## src/rtl/fetch_buffer_pkg.sv

```systemverilog
// Shared fetch-buffer types and CPU constants (reset PC, text segment bounds, AdEL code, NOP word).
package fetch_buffer_pkg;

  localparam logic [31:0] PC_RESET     = 32'h0000_3000;
  localparam logic [31:0] FB_TEXT_BASE = 32'h0000_3000;
  localparam logic [31:0] FB_TEXT_TOP  = 32'h0000_6ffc;
  localparam logic [4:0]  EXC_ADEL     = 5'd4;
  localparam logic [31:0] NOP_WORD     = 32'h0000_0000;
  localparam int          FB_DEPTH     = 4;
  localparam int          FB_ENTRY_W   = 65;

  typedef struct packed {
    logic        adel;
    logic [31:0] pc;
    logic [31:0] instr;
  } fb_entry_t;

  function automatic logic addr_exc(input logic [31:0] pc,
                                    input logic [31:0] base,
                                    input logic [31:0] top);
    return (pc[1:0] != 2'b00) || (pc < base) || (pc > top);
  endfunction

endpackage

```

## src/rtl/fetch_buf_mem.sv

```systemverilog
// Fetch-buffer storage: DEPTH x {adel, pc, instr}, one sync write port, one async read port, no reset.
module fetch_buf_mem #(
  parameter int DEPTH = 4,
  parameter int AW    = $clog2(DEPTH),
  parameter int W     = 65
) (
  input  logic          clk,
  input  logic          wr_en,
  input  logic [AW-1:0] wr_addr,
  input  logic [W-1:0]  wr_data,
  input  logic [AW-1:0] rd_addr,
  output logic [W-1:0]  rd_data
);

  logic [W-1:0] mem_q [DEPTH];

  always_ff @(posedge clk) begin
    if (wr_en) mem_q[wr_addr] <= wr_data;
  end

  assign rd_data = mem_q[rd_addr];

endmodule

```

## src/rtl/fetch_buffer.sv

```systemverilog
// Instruction prefetch queue between fetch and decode, with per-entry AdEL check.
// Optional same-cycle empty-queue bypass when FETCH_BUF_BYPASS_EN is defined.
module fetch_buffer
  import fetch_buffer_pkg::*;
#(
  parameter int          DEPTH     = FB_DEPTH,
  parameter logic [31:0] TEXT_BASE = FB_TEXT_BASE,
  parameter logic [31:0] TEXT_TOP  = FB_TEXT_TOP
) (
  input  logic                    clk,
  input  logic                    reset,
  input  logic                    flush,
  input  logic                    in_valid,
  input  logic [31:0]             in_pc,
  input  logic [31:0]             in_instr,
  output logic                    in_ready,
  output logic                    out_valid,
  output logic [31:0]             out_pc,
  output logic [31:0]             out_pc8,
  output logic [31:0]             out_instr,
  output logic                    out_exc_adel,
  input  logic                    out_ready,
  output logic [$clog2(DEPTH):0]  count
);

  localparam int PW = $clog2(DEPTH);
  localparam int CW = PW + 1;

  logic [PW-1:0] wr_ptr_q, wr_ptr_d, rd_ptr_q, rd_ptr_d;
  logic [CW-1:0] count_q, count_d;
  logic          push, pop, bypass, store;
  logic          mem_wr_en;
  logic [PW-1:0] mem_wr_addr;
  fb_entry_t     in_entry, mem_wr_data, rd_entry, head;

  always_comb begin
    in_entry.adel  = addr_exc(in_pc, TEXT_BASE, TEXT_TOP);
    in_entry.pc    = in_pc;
    in_entry.instr = in_entry.adel ? NOP_WORD : in_instr;
  end

  assign in_ready = (count_q != CW'(DEPTH));

  always_comb begin
    push   = in_valid & in_ready;
    pop    = out_ready & (count_q != '0);
    bypass = 1'b0;
`ifdef FETCH_BUF_BYPASS_EN
    bypass = (count_q == '0) & push & out_ready & ~flush;
`endif
    store    = push & ~bypass;
    wr_ptr_d = wr_ptr_q;
    rd_ptr_d = rd_ptr_q;
    count_d  = count_q;
    if (flush) begin
      wr_ptr_d = '0;
      rd_ptr_d = '0;
      count_d  = '0;
    end else begin
      if (store) wr_ptr_d = wr_ptr_q + PW'(1);
      if (pop)   rd_ptr_d = rd_ptr_q + PW'(1);
      case ({store, pop})
        2'b10:   count_d = count_q + CW'(1);
        2'b01:   count_d = count_q - CW'(1);
        default: count_d = count_q;
      endcase
    end
  end

  always_ff @(posedge clk) begin
    if (reset) begin
      wr_ptr_q <= '0;
      rd_ptr_q <= '0;
      count_q  <= '0;
    end else begin
      wr_ptr_q <= wr_ptr_d;
      rd_ptr_q <= rd_ptr_d;
      count_q  <= count_d;
    end
  end

  // Reset borrows the write port to zero slot 0 so the idle head reads 0 / 8 / 0.
  always_comb begin
    mem_wr_en   = reset | (store & ~flush);
    mem_wr_addr = reset ? '0 : wr_ptr_q;
    mem_wr_data = reset ? '0 : in_entry;
  end

  fetch_buf_mem #(
    .DEPTH (DEPTH),
    .AW    (PW),
    .W     (FB_ENTRY_W)
  ) u_mem (
    .clk     (clk),
    .wr_en   (mem_wr_en),
    .wr_addr (mem_wr_addr),
    .wr_data (mem_wr_data),
    .rd_addr (rd_ptr_q),
    .rd_data (rd_entry)
  );

  always_comb begin
    head      = rd_entry;
    out_valid = (count_q != '0);
`ifdef FETCH_BUF_BYPASS_EN
    if ((count_q == '0) && in_valid) head = in_entry;
    out_valid = (count_q != '0) | in_valid;
`endif
    out_pc       = head.pc;
    out_pc8      = head.pc + 32'd8;
    out_instr    = head.instr;
    out_exc_adel = head.adel;
  end

  assign count = count_q;

endmodule
```

## config.mk

```make
export PLATFORM = sky130hd
export DESIGN_NAME = fetch_buffer
export DESIGN_NICKNAME = d
export VERILOG_FILES = /design/src/rtl/fetch_buffer_pkg.sv /design/src/rtl/fetch_buf_mem.sv /design/src/rtl/fetch_buffer.sv
export SDC_FILE = /design/constraint.sdc
export NUM_CORES = 1
export LEC_CHECK = 0
export CAP_MARGIN = 20
export CORE_ASPECT_RATIO = 1.2
export CORE_UTILIZATION = 58
export CTS_BUF_LIST = sky130_fd_sc_hd__clkbuf_16
export DETAILED_ROUTE_END_ITERATION = 12
export GPL_ROUTABILITY_DRIVEN = 1
export PLACE_DENSITY = 0.85
export SKIP_CTS_REPAIR_TIMING = 1
export SYNTH_ARGS = -nofsm -noshare
export SYNTH_HDL_FRONTEND = slang
export SYNTH_HIERARCHICAL = 1
export SYNTH_SLANG_ARGS = --single-unit
```

## constraint.sdc

```tcl
create_clock -name clk -period 12.1 [get_ports clk]
set_clock_uncertainty 0.15 [all_clocks]
set_input_delay 3.025 -clock clk [delete_from_list [all_inputs] [get_ports clk]]
set_output_delay 3.025 -clock clk [all_outputs]
set_load 0.02 [all_outputs]
```

======== Word level (Yosys, flattened, before mapping) ========
Memory sizes are Yosys's and may differ from the RTL's. A register that Yosys moved wholly into a read port is not among the register bits.
Index checks and enable logic that the tools add are counted.
cells by class
  add/sub/neg operators ................... 5
  magnitude comparators ................... 2
  equal/unequal tests ..................... 3
  multiplexer cells ....................... 8
  bitwise logic cells ..................... 5
  reduce and logical (&&, ||, !) cells .... 6
operators by type and width
  cell                                                             count
  two-way mux 65 bit                                               1
  adder 32 x 4 -> 32 bit, second input constant                    1
  greater-than comparator 32 x 15 -> 1 bit, second input constant  1
  less-than comparator 32 x 14 -> 1 bit, second input constant     1
  two-way mux 32 bit                                               1
  two-way mux 2 bit                                                3
  case mux 3 bit (2 select lines)                                  1
  adder 2 x 1 -> 2 bit, second input constant                      2
  nonzero test 2 bit                                               2
  adder 3 x 1 -> 3 bit, second input constant                      1
  AND 1 bit                                                        3
  inequality test 3 bit, second input constant                     1
  nonzero test 3 bit                                               1
  subtractor 3 x 1 -> 3 bit, second input constant                 1
  == test 2 x 1 -> 1 bit, second input constant                    1
  == test 2 bit, second input constant                             1
  logical OR 1 bit                                                 2
  two-way mux 1 bit                                                2
  OR reduction 2 bit                                               1
  inverter 1 bit                                                   1
  OR 1 bit                                                         1
storage, ports and cells
  register bits ........................... 7
  memory bits (writable) .................. 260
  input port bits ......................... 69
  output and inout bits ................... 102
  word-level logic and storage cells ...... 33
  memories kept ........................... 1
memory list
  name         depth  width  read ports  clocked after memory_dff  wr ports  line                 source
  u_mem.mem_q  4      65     1           1                         1         fetch_buf_mem.sv:15  logic [W-1:0] mem_q [DEPTH];

======== Depth between registers and ports, before layout ========
Gate-level depths: netlist of run 1.
  word-level depth ........................ 6
  gate-level depth with buffers ........... 8
  mapped depth without buffers ............ 8

======== Cells and area by module ========
Netlist of run 1, hierarchy kept.
modules (own cells, without submodules)
  module         instances  cells each  area each (um2)  seq. area each (um2)
  fetch_buf_mem  1          343         9455.3           7807.5
  fetch_buffer   1          201         1451.4           140.1

======== Worst setup path before layout of run 1 ========
OpenSTA, ideal clock, no wires.
  path type ............................... input to register
  start point ............................. input port reset
  end point ............................... memory u_mem.mem_q[0][0], enable pin
  setup time .............................. 581 ps
  arrival time ............................ 8255 ps
  data required time ...................... 11369 ps
  setup slack ............................. 3114 ps
  stages on the path ...................... 3
  buffers on the path ..................... 1
  cell sequence ........................... clkbuf_1 o21bai_1 nor3b_1
on the way
  word-level cells in the longest chain between the ends .. 3
  elaborated cells on any way between the ends .. 4
  classes of those cells .................. 3 x mux; 1 x bitwise
RTL lines
  what                                     line                 source
  start, declared                          fetch_buffer.sv:11   input logic reset,
  OR 1 bit                                 fetch_buffer.sv:84   mem_wr_en = reset | (store & ~flush);
  via mem_wr_en                            fetch_buffer.sv:32   logic mem_wr_en;
  two-way mux 1 bit                        fetch_buf_mem.sv:18  if (wr_en) mem_q[wr_addr] <= wr_data;
  two-way mux 1 bit (implied by the code)  fetch_buf_mem.sv:18
  end, declared                            fetch_buf_mem.sv:15
The timed path passes the listed nets, and every way through them passes these cells.

==> out/metrics.csv, run 1 <==
metric,value,unit
numCtsBuffers,23,
portBuffers,170,
worstPathArrival,3.93,ns
synth_area,10900,um^2
min_path_type,flip-flop to flip-flop,
layout_setup_ws,4.99,ns
first_pass_iters,5,
fin_crit_sh,58.8,%
synth_top_cell_by_area,edfxtp_1,
drc_errors,0,
setup-tns-final,0,ns
syn_avg_cell_area,20.0,um^2
hold_slack,0.388,ns
register_area,7960,um^2
fmax,0.141,GHz
yosys-top-cells-area,"edfxtp_1 72%, mux4_2 13%, nor3b_1 2.3%",
multi_input_area,2740,um^2
antenna_found_initial,1,
nets,789,
worst_slew_pin_slew,1.06,ns
critical_path_class,flip-flop to output pin,
synth_top_family_by_area,multiplexers,
htreeDepth,1,
synth_fp_nets,616,
synth_mux_area_share,13.4,%
area_growth,23.9,%
routed_wirelength,21.5,mm
cp-end-kind,output pin,
status,finished clean,
slew_headroom,29.4,%
die_y,152,um
async_flop_share,0,%
p_leak,4.14,nW
synthDistinctLibCells,37,
drv_slew,0,
worstSetupStartpointType,flip-flop,
vias_per_cell,5.85,
synth_ff_type,edfxtp_1,
synth_xor_area_share,2.73,%
p_total,1.94,mW
critPathRequiredTime,8.92,ns
fin_util,73.8,%
drive_above_1_share,15.8,%
start_util,59.6,%
synth-simple-area-share,8.12,%
hold_viol,0,
fillers,1107,
postSynthCellCount,544,
ys_seq_elements,267,
vdd.ir_drop.worst,0.134,mV
cts_tree,yes,
cts_root_buffer,clkbuf_16,
setup_violations,0,
io_pins,171,
clock_path_buffers,3,
synth_top_cell_area_share,71.6,%
synthAdderAreaFrac,0.413,%
grt_pass1_vias,6020,
cts.reportedPaths.clkPinSlew,0.06,ns
drt-initial-drc-count,474,
rsz0062_at_grt,no,
die_area,19400,um^2
synth-edff-count,260,
grt_pass1_wl,33.2,mm
core_area,18300,um^2
postRouteAntennaNets,0,
yosysSeqAreaShare,72.9,%
synth_warnings,6,
die_w,127,um
crit_path_max_fanout,47,
grt_usage,22.7,%
gr-total-overflow,0,
synth_compound_area_share,0.287,%
drv_cap,0,
globalplace.congestion,0.752,
wl_per_cell,21.8,um
powerDensity,144,nW/um^2
post-place-ws,5.38,ns
vias,5758,
grt_max_degree,70,
layout_min_cycle_time,7.11,ns
cts_num_sinks,267,
dp_hpwl,13.4,mm
clock_latency,0.49,ns
row_count,54,
## cells in the final DEF (no fill, tap or decap), types with 2 or more instances in the layout
master / n
edfxtp_1: 260
clkdlybuf4s50_1: 169
mux4_2: 65
nor2b_1: 35
nor3b_1: 32
clkbuf_16: 23
xnor2_1: 19
xor2_1: 15
nor2_1: 14
inv_1: 11
nand4_1: 10
nand2_1: 10
nand3_1: 9
and3_1: 5
nor4_1: 5
dfxtp_1: 5
clkinv_2: 4
buf_4: 4
clkinv_1: 3
nor3_2: 2
or3_1: 2
a21oi_1: 2
ha_1: 2
bufinv_16: 2
dfxtp_4: 2
and3b_4: 2
## worst max-delay path, stage by stage (launching register included)
cell             delay, ns
dfxtp_4               0.61
buf_4                 0.79
mux4_2                0.46
nand4_1               0.17
nor2_1                0.36
nand4_1               0.18
xnor2_1               0.18
clkdlybuf4s50_1       0.62
## synth_stat cells, types with 4 or more instances
| library cell | number |
|---|---|
| buf_12 | 5 |
| buf_2 | 6 |
| nand2_1 | 10 |
| nand4_1 | 10 |
| buf_4 | 4 |
| nor4_1 | 5 |
| nor3b_1 | 33 |
| mux4_2 | 65 |
| xor2_1 | 15 |
| xnor2_1 | 19 |
| and3_1 | 6 |
| nand3_1 | 9 |
| clkbuf_1 | 12 |
| edfxtp_1 | 260 |
| nor2_1 | 14 |
| inv_1 | 5 |
| dfxtp_1 | 7 |
| nor2b_1 | 35 |
## state kept, by name, summed over array words and instances (netlist names)
register / count
wr_ptr_q: 2
count: 3
rd_ptr_q: 2
u_mem/mem_q: 260
## worst paths after layout
check	from	endpoint	slack [ns]	cells past startpoint
worst max register to register	count[0]	u_mem/mem_q[0][64]	8.94	5
worst max-delay path	rd_ptr_q[0]	out_pc8[31]	4.99	7
worst min-delay path	wr_ptr_q[1]	wr_ptr_q[1]	0.39	2
worst min register to register	wr_ptr_q[1]	wr_ptr_q[1]	0.39	2
## layout make-up
class / count / area share (%)
Antenna cell: 1 / 0.0185
Clock buffer: 23 / 4.26
Clock inverter: 17 / 0.963
Inverter: 5 / 0.139
Multi-Input combinational cell: 244 / 20.3
Sequential cell: 267 / 58.9
Tap cell: 252 / 2.33
Timing Repair Buffer: 176 / 13.1
## power by group
group          switching, mW  internal (mW)  total, mW
Combinational          0.106          0.105      0.211
Clock                  0.301          0.388      0.689
Sequential           0.00748           1.03       1.04
## stage by stage
step                std cells  area (um^2)
floorplan                 544        10900
global placement          942        12800
detailed placement        943        12800
CTS                       983        13500
global route              985        13500
finish                    985        13500
## routing by layer
layer	up-vias	share of wire (%)	global-route usage, %
met1	2982	39	28.9
met3	24	5.7	3.13
met5	-	0	0
met2	206	54	40.7
met4	0	1.8	6.75
li1	2546	-	-
## logic make-up after synthesis
family	after synthesis
adders and majority gates	3
buffers and inverters	33
AOI/OAI and AO/OA	5
muxes	65
xor gates and xnor gates	34
and+or+nand+nor	137
DFF	267
No activity file was read; power rests on OpenSTA's default activity.
==> run 2: changes to the inputs <==
CORE_UTILIZATION = 54   (was 58)
PLACE_DENSITY = 0.8   (was 0.85)
clock period = 7.2 ns   (was 12.1 ns; I/O delays follow)
==> out/metrics.csv, run 2 (synthesis results as in run 1) <==
metric,value,unit
fin_crit_sh,79.0,%
min_path_type,flip-flop to flip-flop,
die_area,20800,um^2
register_area,7960,um^2
row_count,56,
drive_above_1_share,16.5,%
power.switching,0.708,mW
worstSetupStartpointType,flip-flop,
rsz0062_at_grt,no,
p_comb_share,10.7,%
status,finished clean,
fmax,0.176,GHz
clock_path_buffers,3,
power_frac_clock,36.6,%
die_w,132,um
grt_pass1_vias,5922,
vdd.ir_drop.worst,0.228,mV
routed_wirelength,21.6,mm
p_total,3.32,mW
crit_slowest_cell,dfxtp_4,
critPathMaxStageDelay,0.87,ns
multi_input_area,2750,um^2
die_y,158,um
drv_slew,0,
portBuffers,170,
p_sw_share,21.3,%
gr-total-overflow,0,
critPathRequiredTime,5.25,ns
worst_slew_pin_slew,1.05,ns
wl_per_cell,21.6,um
vias,5705,
io_pins,171,
core_area,19700,um^2
stdcell_count,1000,
p_leak,4.18,nW
seqPwrFrac,52.7,%
cts_root_buffer,clkbuf_16,
powerDensity,244,nW/um^2
largest_register_ff_count,260,
setup_violations,0,
area_growth,24.8,%
cp-end-kind,output pin,
clock_latency,0.50,ns
grt_usage,21.1,%
fin_util,69.1,%
dp_hpwl,13.3,mm
cts_tree,yes,
htreeDepth,1,
worstPathArrival,3.74,ns
dp.cells,955,
critical_path_class,flip-flop to output pin,
antenna_found_initial,1,
start_util,55.4,%
layout_commonest_cell,edfxtp_1,
drv_cap,0,
hold_slack,0.393,ns
cts_num_sinks,267,
hold_viol,0,
drc_errors,0,
dpl-instance-area,12800,um^2
postRouteAntennaNets,0,
numCtsBuffers,24,
post-place-ws,1.99,ns
vias_per_cell,5.71,
grt_max_degree,66,
p_int,2.61,mW
layout_setup_ws,1.51,ns
grt_pass1_wl,33.0,mm
fillers,1252,
setup-tns-final,0,ns
nets,792,
crit_path_max_fanout,39,
layout_min_cycle_time,5.69,ns
globalplace.congestion,0.867,
design_area,13600,um^2
first_pass_iters,5,
top_register,u_mem/mem_q,
cts.reportedPaths.clkPinSlew,0.06,ns
crit_chain,mux4_2 > ha_1 > nand3_1 > nor4_4 > and4bb_1 > xor2_1 > clkdlybuf4s50_1,
mostFrequentLayoutCells,"260 x edfxtp_1, 169 x clkdlybuf4s50_1, 65 x mux4_2, 35 x nor2b_1, 32 x nor3b_1",
slew_headroom,29.8,%
drt-initial-drc-count,363,
-- run 2: worst max-delay path, delay by kind of cell, from the launching register on --
family	cells	cell delay [ns]
fa+ha+maj	1	0.20
simple gates	3	0.98
mux	1	0.42
buf+inv	1	0.61
xor+xnor	1	0.14
flops	1	0.87
-- run 2: worst paths after layout --
path	from	endpoint	slack, ns	depth (start not counted)
hold / removal	count[2]	count[2]	0.39	2
setup reg to reg	count[0]	u_mem/mem_q[0][58]	4.30	5
setup / recovery	rd_ptr_q[0]	out_pc8[29]	1.51	7
hold reg to reg	count[2]	count[2]	0.39	2
-- run 2: final cells by class --
class	count	share of cell area [%]
repair buffers	178	13.2
flip-flops and latches	267	58.5
well taps	261	2.40
diodes	1	0.0184
inverters	5	0.138
multi-input cells	244	20.2
clock inverters	19	1.00
clock buffers	25	4.60
-- run 2: routing by layer --
layer | GRT usage [%] | up-vias | share of wire [%]
li1 | - | 2553 | -
met1 | 26.8 | 2904 | 40
met2 | 38.1 | 223 | 53
met3 | 2.98 | 25 | 5.7
met4 | 5.98 | 0 | 1.7
met5 | 0 | - | 0
-- run 2: power by group through the flow --
stage	Combinational [mW]	Sequential (mW)	Clock (mW)
2_1_floorplan	0.191	1.78	0
3_3_place_gp	0.350	1.78	0
3_5_place_dp	0.355	1.79	0
4_1_cts	0.358	1.75	1.24
5_1_grt	0.373	1.75	1.30
6_report	0.355	1.75	1.22
==> run 3: changes to the inputs <==
clock period = 5.7 ns   (was 7.2 ns; I/O delays follow)
==> out/metrics.csv, run 3 (synthesis results as in run 1) <==
metric,value,unit
status,finished clean,
hold_viol,0,
fin_crit_sh,88.9,%
drt-initial-drc-count,411,
worst_slew_pin_slew,1.05,ns
crit_path_max_fanout,33,
largest_register_ff_count,260,
mostFrequentLayoutCells,"260 x edfxtp_1, 169 x clkdlybuf4s50_1, 65 x mux4_2, 35 x nor2b_1, 32 x nor3b_1",
drv_cap,0,
vias_per_cell,5.76,
top_register,u_mem/mem_q,
fmax,0.197,GHz
die_y,158,um
numCtsBuffers,24,
cp-startpoint,rd_ptr_q[1],
core_area,19700,um^2
fin_util,69.0,%
design_area,13600,um^2
portBuffers,170,
grt_use_met3,3.20,%
die_area,20800,um^2
stdcell_count,1001,
wl_per_cell,22.0,um
die_w,132,um
htreeDepth,1,
drive_above_1_share,16.5,%
rsz0062_at_grt,no,
row_count,56,
globalplace.congestion,0.863,
powerDensity,306,nW/um^2
cts_tree,yes,
grt_max_degree,66,
clock_path_buffers,3,
postRouteAntennaNets,0,
grt_pass1_wl,33.8,mm
layout_commonest_cell,edfxtp_1,
clock_latency,0.50,ns
routed_wirelength,22.0,mm
layout_min_cycle_time,5.07,ns
grt_pass1_vias,6090,
hold_slack,0.365,ns
gr-total-overflow,0,
worstPathArrival,3.49,ns
antenna_found_initial,1,
drv_slew,0,
min_path_type,flip-flop to flip-flop,
dp_hpwl,13.8,mm
critPathRequiredTime,4.12,ns
nets,793,
area_growth,24.5,%
critical_path_class,flip-flop to output pin,
use_met1,27.0,%
gr-max-usage-layer,met2,
slew_headroom,30.0,%
dpl-instance-area,12800,um^2
first_pass_iters,5,
cts_root_buffer,clkbuf_16,
vias,5764,
vdd.ir_drop.worst,0.209,mV
use_met2,39.2,%
dp.cells,956,
p_leak,4.17,nW
cts_num_sinks,267,
grt_usage,21.7,%
cp-end-kind,output pin,
setup_violations,0,
timing.rr.start,count[0],
cts.reportedPaths.clkPinSlew,0.06,ns
worstHoldStart,wr_ptr_q[1],
worstSetupStartpointType,flip-flop,
setup-tns-final,0,ns
drc_errors,0,
io_pins,171,
start_util,55.4,%
-- run 3: changes by cell type in the layout (fill, tap and decap cells not counted), sizes merged --
cell      change
clkinv        -2
inv           +2
buf           +1
bufinv        -1
clkinvlp      +1
-- run 3: final cells by class --
type                            count  area, um^2
Timing Repair Buffer              179        1790
Antenna cell                        1        2.50
Sequential cell                   267        7960
Fill cell                        1264        6110
Multi-Input combinational cell    244        2750
Tap cell                          261         327
Clock inverter                     19         116
Inverter                            5        18.8
Clock buffer                       25         626
-- run 3: metrics by stage --
stage               total power, mW  worst slack [ns]
finish                         4.16             0.631
global route                   4.30             0.429
CTS                            4.20             0.574
detailed placement             2.71              1.13
global placement               2.69              1.24
floorplan                      2.49             0.642
-- run 3: final timing paths --
path         slack [ns]  depth (start not counted)            endpoint
min                0.37                          2         wr_ptr_q[1]
max                0.63                          7         out_pc8[29]
min reg2reg        0.37                          2         wr_ptr_q[1]
max reg2reg        2.89                          5  u_mem/mem_q[1][61]
-- run 3: worst max-delay path, cell delays in order, from the launching register on --
cell and delay (ns):
dfxtp_4 0.66, mux4_2 0.38, ha_1 0.20, nand3_1 0.30, nor4_4 0.40, and4bb_1 0.26, xor2_1 0.15, clkdlybuf4s50_1 0.62
-- run 3: where the power goes --
part	internal, mW	switching, mW	leakage (nW)
clock network	0.839	0.660	0.384
logic	0.224	0.228	1.47
registers	2.19	0.0155	2.31
-- run 3: metal layers --
layer,routed length (um),vias to the layer above,share of wire (%)
met5,0,-,0
met4,415,0,1.9
met3,1330,34,6.0
met2,11800,244,54
met1,8470,2944,39
li1,-,2542,-
